## src/rtl/ula_pkg.sv

```systemverilog
// Shared encodings for the ULA stimulus driver: driver FSM states, command steps,
// the ULA's own state codes, opcodes and display-base codes.
package ula_pkg;

    typedef enum logic [2:0] {
        ST_IDLE,
        ST_SETUP,
        ST_PRESS,
        ST_RELEASE,
        ST_CLR_PRESS,
        ST_CLR_GAP
    } drv_state_t;

    typedef enum logic [1:0] {
        STEP_WRAP,
        STEP_A,
        STEP_B,
        STEP_OP
    } step_t;

    typedef enum logic [1:0] {
        ULA_A      = 2'b00,
        ULA_B      = 2'b01,
        ULA_OP     = 2'b10,
        ULA_RESULT = 2'b11
    } ula_state_t;

    typedef enum logic [2:0] {
        OP_SOMA = 3'b000,
        OP_SUB  = 3'b001,
        OP_AND  = 3'b010,
        OP_OR   = 3'b011,
        OP_XOR  = 3'b100,
        OP_NAND = 3'b101,
        OP_NOR  = 3'b110,
        OP_NOT  = 3'b111
    } opcode_t;

    typedef enum logic [1:0] {
        EXIB_OCT = 2'b00,
        EXIB_HEX = 2'b01,
        EXIB_DEC = 2'b10
    } exib_t;

    // The wrap press only has to move the ULA out of RESULT, so it reuses operand A.
    function automatic logic [7:0] step_sw(step_t step, logic [7:0] a, logic [7:0] b,
                                           logic [2:0] op);
        case (step)
            STEP_WRAP, STEP_A: step_sw = a;
            STEP_B:            step_sw = b;
            default:           step_sw = {op, 5'b00000};
        endcase
    endfunction

endpackage

```

## src/rtl/press_timer.sv

```systemverilog
// Hold counter for the stimulus driver: cleared by load, flags the last cycle of a
// state whose length is given by limit (a limit of 0 behaves as 1).
module press_timer (
    input  logic        clk,
    input  logic        rst_n,
    input  logic        load,
    input  logic [23:0] limit,
    output logic        tc
);

    logic [23:0] count;
    logic [23:0] last;

    assign last = (limit == 24'd0) ? 24'd0 : limit - 24'd1;
    assign tc   = (count == last);

    always_ff @(posedge clk or negedge rst_n) begin
        if (!rst_n)
            count <= '0;
        else if (load)
            count <= '0;
        else
            count <= count + 24'd1;
    end

endmodule

```

## src/rtl/ula_stimulus_driver.sv

```systemverilog
// Drives a board-level ULA through its switch/button interface: each command is
// replayed as a series of debounced KEY[0] presses with SW/Exib held steady.
module ula_stimulus_driver
    import ula_pkg::*;
#(
    parameter logic [23:0] SETTLE_CYCLES = 24'd1000,
    parameter logic [23:0] PRESS_CYCLES  = 24'd1_500_000,
    parameter logic [23:0] GAP_CYCLES    = 24'd1_500_000
) (
    input  logic       CLOCK_50,
    input  logic       rst_n,
    input  logic       cmd_valid,
    output logic       cmd_ready,
    input  logic [7:0] cmd_a,
    input  logic [7:0] cmd_b,
    input  logic [2:0] cmd_op,
    input  logic [1:0] cmd_exib,
    input  logic       clr_req,
    output logic [7:0] SW,
    output logic [1:0] KEY,
    output logic [1:0] Exib,
    output logic       busy,
    output logic       done,
    output logic [1:0] ula_state
);

    drv_state_t state;
    step_t      step;
    ula_state_t ula_q;
    logic [7:0] a_q;
    logic [7:0] b_q;
    logic [2:0] op_q;
    logic [23:0] limit;
    logic        load;
    logic        tc;

    always_comb begin
        limit = SETTLE_CYCLES;
        case (state)
            ST_PRESS, ST_CLR_PRESS: limit = PRESS_CYCLES;
            ST_RELEASE, ST_CLR_GAP: limit = GAP_CYCLES;
            default:                limit = SETTLE_CYCLES;
        endcase
    end

    // Every non-idle state leaves on terminal count, so tc doubles as the entry reload.
    assign load      = (state == ST_IDLE) || tc;
    assign cmd_ready = (state == ST_IDLE) && !clr_req;
    assign ula_state = ula_q;

    press_timer u_timer (
        .clk  (CLOCK_50),
        .rst_n(rst_n),
        .load (load),
        .limit(limit),
        .tc   (tc)
    );

    always_ff @(posedge CLOCK_50 or negedge rst_n) begin
        if (!rst_n) begin
            state <= ST_IDLE;
            step  <= STEP_A;
            ula_q <= ULA_A;
            a_q   <= '0;
            b_q   <= '0;
            op_q  <= '0;
            SW    <= '0;
            Exib  <= '0;
            KEY   <= 2'b11;
            busy  <= 1'b0;
            done  <= 1'b0;
        end else begin
            done <= 1'b0;
            case (state)
                ST_IDLE: begin
                    if (clr_req) begin
                        state <= ST_CLR_PRESS;
                        KEY   <= 2'b01;
                        busy  <= 1'b1;
                    end else if (cmd_valid) begin
                        a_q   <= cmd_a;
                        b_q   <= cmd_b;
                        op_q  <= cmd_op;
                        SW    <= cmd_a;
                        Exib  <= cmd_exib;
                        step  <= (ula_q == ULA_RESULT) ? STEP_WRAP : STEP_A;
                        state <= ST_SETUP;
                        busy  <= 1'b1;
                    end
                end
                ST_SETUP: begin
                    if (tc) begin
                        state <= ST_PRESS;
                        KEY   <= 2'b10;
                    end
                end
                ST_PRESS: begin
                    if (tc) begin
                        state <= ST_RELEASE;
                        KEY   <= 2'b11;
                        ula_q <= ula_state_t'(ula_q + 2'd1);
                    end
                end
                ST_RELEASE: begin
                    if (tc) begin
                        if (step == STEP_OP) begin
                            state <= ST_IDLE;
                            busy  <= 1'b0;
                            done  <= 1'b1;
                        end else begin
                            step  <= step_t'(step + 2'd1);
                            SW    <= step_sw(step_t'(step + 2'd1), a_q, b_q, op_q);
                            state <= ST_SETUP;
                        end
                    end
                end
                ST_CLR_PRESS: begin
                    if (tc) begin
                        state <= ST_CLR_GAP;
                        KEY   <= 2'b11;
                    end
                end
                ST_CLR_GAP: begin
                    if (tc) begin
                        state <= ST_IDLE;
                        busy  <= 1'b0;
                        done  <= 1'b1;
                        ula_q <= ULA_A;
                    end
                end
                default: begin
                    state <= ST_IDLE;
                    KEY   <= 2'b11;
                    busy  <= 1'b0;
                end
            endcase
        end
    end

endmodule

```

## config.mk

```make
export PLATFORM = sky130hd
export DESIGN_NAME = ula_stimulus_driver
export DESIGN_NICKNAME = d
export VERILOG_FILES = /design/src/rtl/ula_pkg.sv /design/src/rtl/press_timer.sv /design/src/rtl/ula_stimulus_driver.sv
export SDC_FILE = /design/constraint.sdc
export NUM_CORES = 1
export LEC_CHECK = 0
export ABC_AREA = 1
export BUFFER_PORTS_ARGS = -buffer_cell sky130_fd_sc_hd__buf_2
export CAP_MARGIN = 5
export CORE_MARGIN = 3
export CORE_UTILIZATION = 40
export DETAILED_ROUTE_END_ITERATION = 6
export GPL_TIMING_DRIVEN = 0
export PLACE_DENSITY = 0.63
export SLEW_MARGIN = 10
export SYNTH_ARGS = -nofsm -noshare
export SYNTH_HDL_FRONTEND = slang
export SYNTH_HIERARCHICAL = 1
export SYNTH_SLANG_ARGS = --single-unit
```

## constraint.sdc

```tcl
create_clock -name CLOCK_50 -period 3.94 [get_ports CLOCK_50]
set_input_delay 0.788 -clock CLOCK_50 [delete_from_list [all_inputs] [get_ports CLOCK_50]]
set_output_delay 0.788 -clock CLOCK_50 [all_outputs]
set_load 0.02 [all_outputs]
```

# Word level (Yosys, flattened, before mapping)
# Index checks and enable logic that the tools add are counted.
# word_totals
regBits	64
latch_bits	0
ramBits	0
romBits	0
in_bits	25
memories	0
# classes
addsub	4
multipliers	0
n_div	0
magnitude_cmp	0
eq_ne	22
n_shift	0
n_mux	41
n_bitwise	3
reduce_logical	19
# ops
operator	count
$mux W24	2
$mux W8	4
$pmux W8 S2	2
$add A24 B1 Y24 const B	1
$eq A24 B24 Y1	1
$logic_not A24 Y1	1
$sub A21 B1 Y22 const B	1
$mux W21	1
$mux W3	7
$ne A2 B2 Y1 const B	10
$mux W2	9
$pmux W3 S6	1
$mux W1	10
$reduce_and A5 Y1	2
$pmux W2 S2	2
$pmux W2 S4	1
$eq A2 B2 Y1 const B	3
$eq A3 B2 Y1 const B	2
$eq A3 B3 Y1 const B	2
$reduce_and A3 Y1	2
$reduce_and A6 Y1	1
$reduce_or A2 Y1	3
$add A2 B1 Y2 const B	2
$pmux W1 S4	1
15 further kinds	18

# Logic depth before layout (Yosys ltp)
# depth
word_depth	8
mapped_depth	26
ltp_nobuf	24

# Cells and area by module
# Netlist, hierarchy kept.
# modules_own_cells
mod	n_inst	cells_per_inst	area_per_inst_um2	seq_area_each_um2
press_timer	1	410	2473.6	600.6
ula_stimulus_driver	1	281	2078.2	1004.7

# Worst setup path before layout
# No wires, ideal clock.
# synth_timing
kind	reg-to-reg
from	register state[1]
to	register u_timer.count[13]
setup_time_ns	0.126
arrival_time_ns	3.125
path_slack_ns	0.689
stages_incl_launch_ff	22
synth_period_minus_slack_ns	3.251
cell_sequence	dfrtp_1 > inv_1 > nand3_1 > nand2_1 > nor2_1 > inv_1 > inv_1 > nand2_1 > nand3_2 > nor2_1 > nor2_1 > nand2_1 > nor2_1 > nand3_1 > nor2_1 > inv_1 > nand2_1 > clkbuf_1 > inv_1 > clkbuf_1 > o21ai_0 > a21oi_1
# synth_via
elab_chain_len	8
# synth_lines
item	line	source
from (decl)	ula_stimulus_driver.sv:27	drv_state_t state;
from (signal assigned)	ula_stimulus_driver.sv:61	state <= ST_IDLE;
from (signal assigned)	ula_stimulus_driver.sv:77	state <= ST_CLR_PRESS;
from (signal assigned)	ula_stimulus_driver.sv:87	state <= ST_SETUP;
$eq A3 B3 Y1 / $eq A3 B2 Y1 (equally long branches)	ula_stimulus_driver.sv:39	case (state)
$reduce_or A4 Y1 (no line) (*)	--	
$mux W21 (*)	ula_stimulus_driver.sv:39	
via limit[3]	ula_stimulus_driver.sv:33	logic [23:0] limit;
$sub A21 B1 Y22 / $logic_not A24 Y1 (equally long branches)	press_timer.sv:14	assign last = (limit == 24'd0) ? 24'd0 : limit - 24'd1;
$mux W24 (*)	press_timer.sv:14	
$eq A24 B24 Y1 (*)	press_timer.sv:15	assign tc = (count == last);
via tc	ula_stimulus_driver.sv:35	logic tc;
$logic_or A1 B1 Y1 (*)	ula_stimulus_driver.sv:47	assign load = (state == ST_IDLE) || tc;
via load	ula_stimulus_driver.sv:34	logic load;
$mux W24 (*)	press_timer.sv:20	else if (load)
to (signal assigned)	press_timer.sv:23	count <= count + 24'd1;
to (decl)	press_timer.sv:11	logic [23:0] count;
# Mark *: on every way through the listed nets, which the timed path passes. The rest lies on a longest branch.
# A chain may end at the register's enable or synchronous reset.

# Final worst setup path
# layout_timing
from	register state[1]
to	register u_timer.count[17]
# The elaborated chain is that of the path after synthesis.

==> metrics <==
initial core utilization 41.4%; Flop pwr share 29.6%; #FFs+latches synth 64; port bufs 41; fin. max-slew vios 0; full die area 12700 um^2; Setup CP Type flop to flop; Clk pwr share 26.0%; clock tree sinks 64; Iter 0 DRT Violations 215; die width 113 um; Multi-input gate area 2740 um^2; required time worst endpoint 4150 ps; worst hold path type primary input to async pin; Comb pwr share 44.4%; Pleak 2.94 nW; cts hold-fix bufs 0; DRC violations left 0; Post-synth EDFFs 0; part of the cycle the worst path needs 90.0%; peak supply drop 0.000382 V; Ys Warns 6; nets@finish 833; Levels on crit path 19; status finished, final reports clean; Async SR Flop Fraction 100%; Overflow after GRT 0; pre-CTS setup slack -598 ps; Root Driver clkbuf_16; FP Rows 38; final hold vios 0; cells after synthesis 691; initial antenna violation count 0; fin worst setup slack 393 ps; largest net degree at the start of global routing 51; total wire length 11300 um; Boundary Pins 42; Yosys top cell area share 33.5%; power per cell area 602 nW/um^2; Top cell by count, worst path inv_1; ant diodes 0; post-synthesis cell area 4550 um^2; Distinct cells, synth 39; setup TNS 0 ps; post-DR wirelength/cell 11.9 um; CP arrival 3750 ps; Max clock buf depth 2; Final Skew 7.46 ps; Tmin final 3550 ps; fillcell total 1098; register area share after synthesis 35.3%; Slowest-stage cell, CP dfrtp_1; Synth area leader dfrtp_1; Net Sw Power 1.41 mW; Critical path buffers and inverters 7; Area Growth Syn to Fin 21.8%; gr usage total 18.7%; main flop type after synthesis dfrtp_1; Detail Placement HPWL 8590 um; DR pass1 iterations 5; Via Count 4470; H-tree levels 3; Register Area 1610 um^2; Post-Syn Area per Cell 6.59 um^2; Die Height 113 um; CTS Buf Count 9; share of layout cells above drive strength 1 16.0%; vias in the first global route 4268; sw frac 42.2%; post-route ant nets 0; endpoints failing setup 0; via density per instance 4.72; Crit. End Element flop; Max Cap Violations 0; CP top delay family simple AND/OR/NAND/NOR gates; worst skew pair latency 330 ps; first-pass GRT wire length 19600 um; Startpoint Class flop; CP cell instances inv_1 -> nand3_1 -> nand2_1 -> nor2_4 -> clkinvlp_4 -> buf_4 -> inv_1 -> nand2_1 -> nand4_1 -> nand3_1 -> nor2_1 -> nand3_1 -> nor2_2 -> inv_1 -> nand2_4 -> inv_1 -> clkbuf_1 -> o21ai_0 -> a21oi_1; RSZ-0062 raised after global routing false; CTS tree done; crit-path max cell delay 460 ps; Clock Pin Slew Worst Setup and Hold Paths 60 ps; Max Clk Rate 0.282 GHz; Util after Layout 50.5%; Pint 1.93 mW; Core ar. 11000 um^2; synth top area cells dfrtp_1 (34%), nand2_1 (20%), nand3_1 (9.2%); R2R depth 19; crit-path max FO 11; Placer Congestion 0.889
-- timing repair --
item                       CTS  global route
resized for setup            3             3
pin swaps                    0             1
setup buffers                0             4
gates cloned                 1             0
setup endpoints to repair   24            15
-- cell usage after synthesis, types with 5 or more instances --
cell / count
nand2_1: 245
nand3_1: 84
inv_1: 75
nor2_1: 67
dfrtp_1: 61
nand4_1: 20
o21ai_0: 19
a21oi_1: 18
nand2_2: 11
nor2_2: 9
clkbuf_1: 7
ha_1: 6
inv_2: 6
nand3_2: 6
nor2_4: 6
xor2_1: 6
buf_2: 5
nor3_1: 5
-- routing by layer --
metal,track usage [%],vias up,part of all wire [%]
li1,-,2359,-
met1,23.6,2019,46
met2,32.1,78,49
met3,2.96,14,3.2
met4,7.37,0,1.4
met5,0,-,0
-- final timing paths --
| check | startpoint | end | slack, ps |
|---|---|---|---|
| min | rst_n | u_timer/count[23] | 330 |
| max reg2reg | state[1] | u_timer/count[17] | 390 |
| min reg2reg | KEY[1] | KEY[1] | 460 |
| min in group CLOCK_50 | KEY[1] | KEY[1] | 460 |
| max in group asynchronous | rst_n | step[0] | 3030 |
| max | state[1] | u_timer/count[17] | 390 |
-- area by class of cell --
| cell class | count | share of cell area (%) |
|---|---|---|
| plain buffers | 18 | 1.94 |
| clock buffers | 9 | 4.06 |
| clock inverters | 7 | 1.85 |
| inverters | 83 | 5.71 |
| multi-input cells | 579 | 49.5 |
| flip-flops and latches | 64 | 28.9 |
| well taps | 140 | 3.16 |
| repair buffers | 46 | 4.78 |
| repair inverters | 1 | 0.0903 |
-- sequential cells by signal, indices dropped and copies added (netlist names) --
name,cells
busy,1
state,3
op_q,3
done,1
SW,8
ula_state,2
a_q,8
b_q,8
Exib,2
u_timer/count,24
KEY,2
step,2
-- stage by stage --
stage	hold WS, ps	instance area [um^2]	std cells	power [mW]
after detailed placement	463	5160	927	2.39
final	332	5550	947	3.34
after global routing	322	5550	947	3.64
after CTS	321	5510	943	3.31
after global placement	454	5130	926	2.35
after floorplan	449	4750	745	2.04
-- logic make-up (layout without fill, tap and decap cells) --
group | after synthesis | after routing | synth area share (%)
AND/OR/NAND/NOR | 463 | 463 | 46.5
buffers and inverters | 102 | 164 | 9.32
flip-flops | 64 | 64 | 35.3
AO/OA/AOI/OAI | 45 | 45 | 5.25
XOR/XNOR | 9 | 9 | 1.90
adder cells (fa/ha/maj) | 6 | 6 | 1.65
other | 2 | 56 | 0.165
-- power by group through the flow --
stage | registers, mW | clock network [mW] | logic (mW)
2_1_floorplan | 1.05 | 0 | 0.995
3_3_place_gp | 0.992 | 0 | 1.36
3_5_place_dp | 0.993 | 0 | 1.40
4_1_cts | 0.987 | 0.889 | 1.43
5_1_grt | 1.02 | 0.926 | 1.70
6_report | 0.987 | 0.867 | 1.48
-- cells in the final DEF (no fill, tap or decap), types with 2 or more instances in the layout --
cell type and instances:
a21oi_1 18, nor3_1 5, nand4_1 20, clkinvlp_4 2, o211ai_1 3, inv_6 2
clkbuf_1 6, nand3_1 84, inv_1 74, nor3_2 2, buf_6 3, nand2_4 2
nor2_4 7, xor2_1 6, o21ai_1 2, xnor2_1 2, nand2_1 244, dfrtp_1 61
conb_1 56, buf_4 8, clkinv_4 2, nand3_2 6, o21bai_1 2, ha_1 6
buf_2 45, bufinv_16 2, nor3_4 2, nor2_2 10, nor2_1 65, dfstp_2 3
o21ai_0 19, inv_2 6, nand2_2 11, clkbuf_16 9
(Power assumes the default switching activity.)
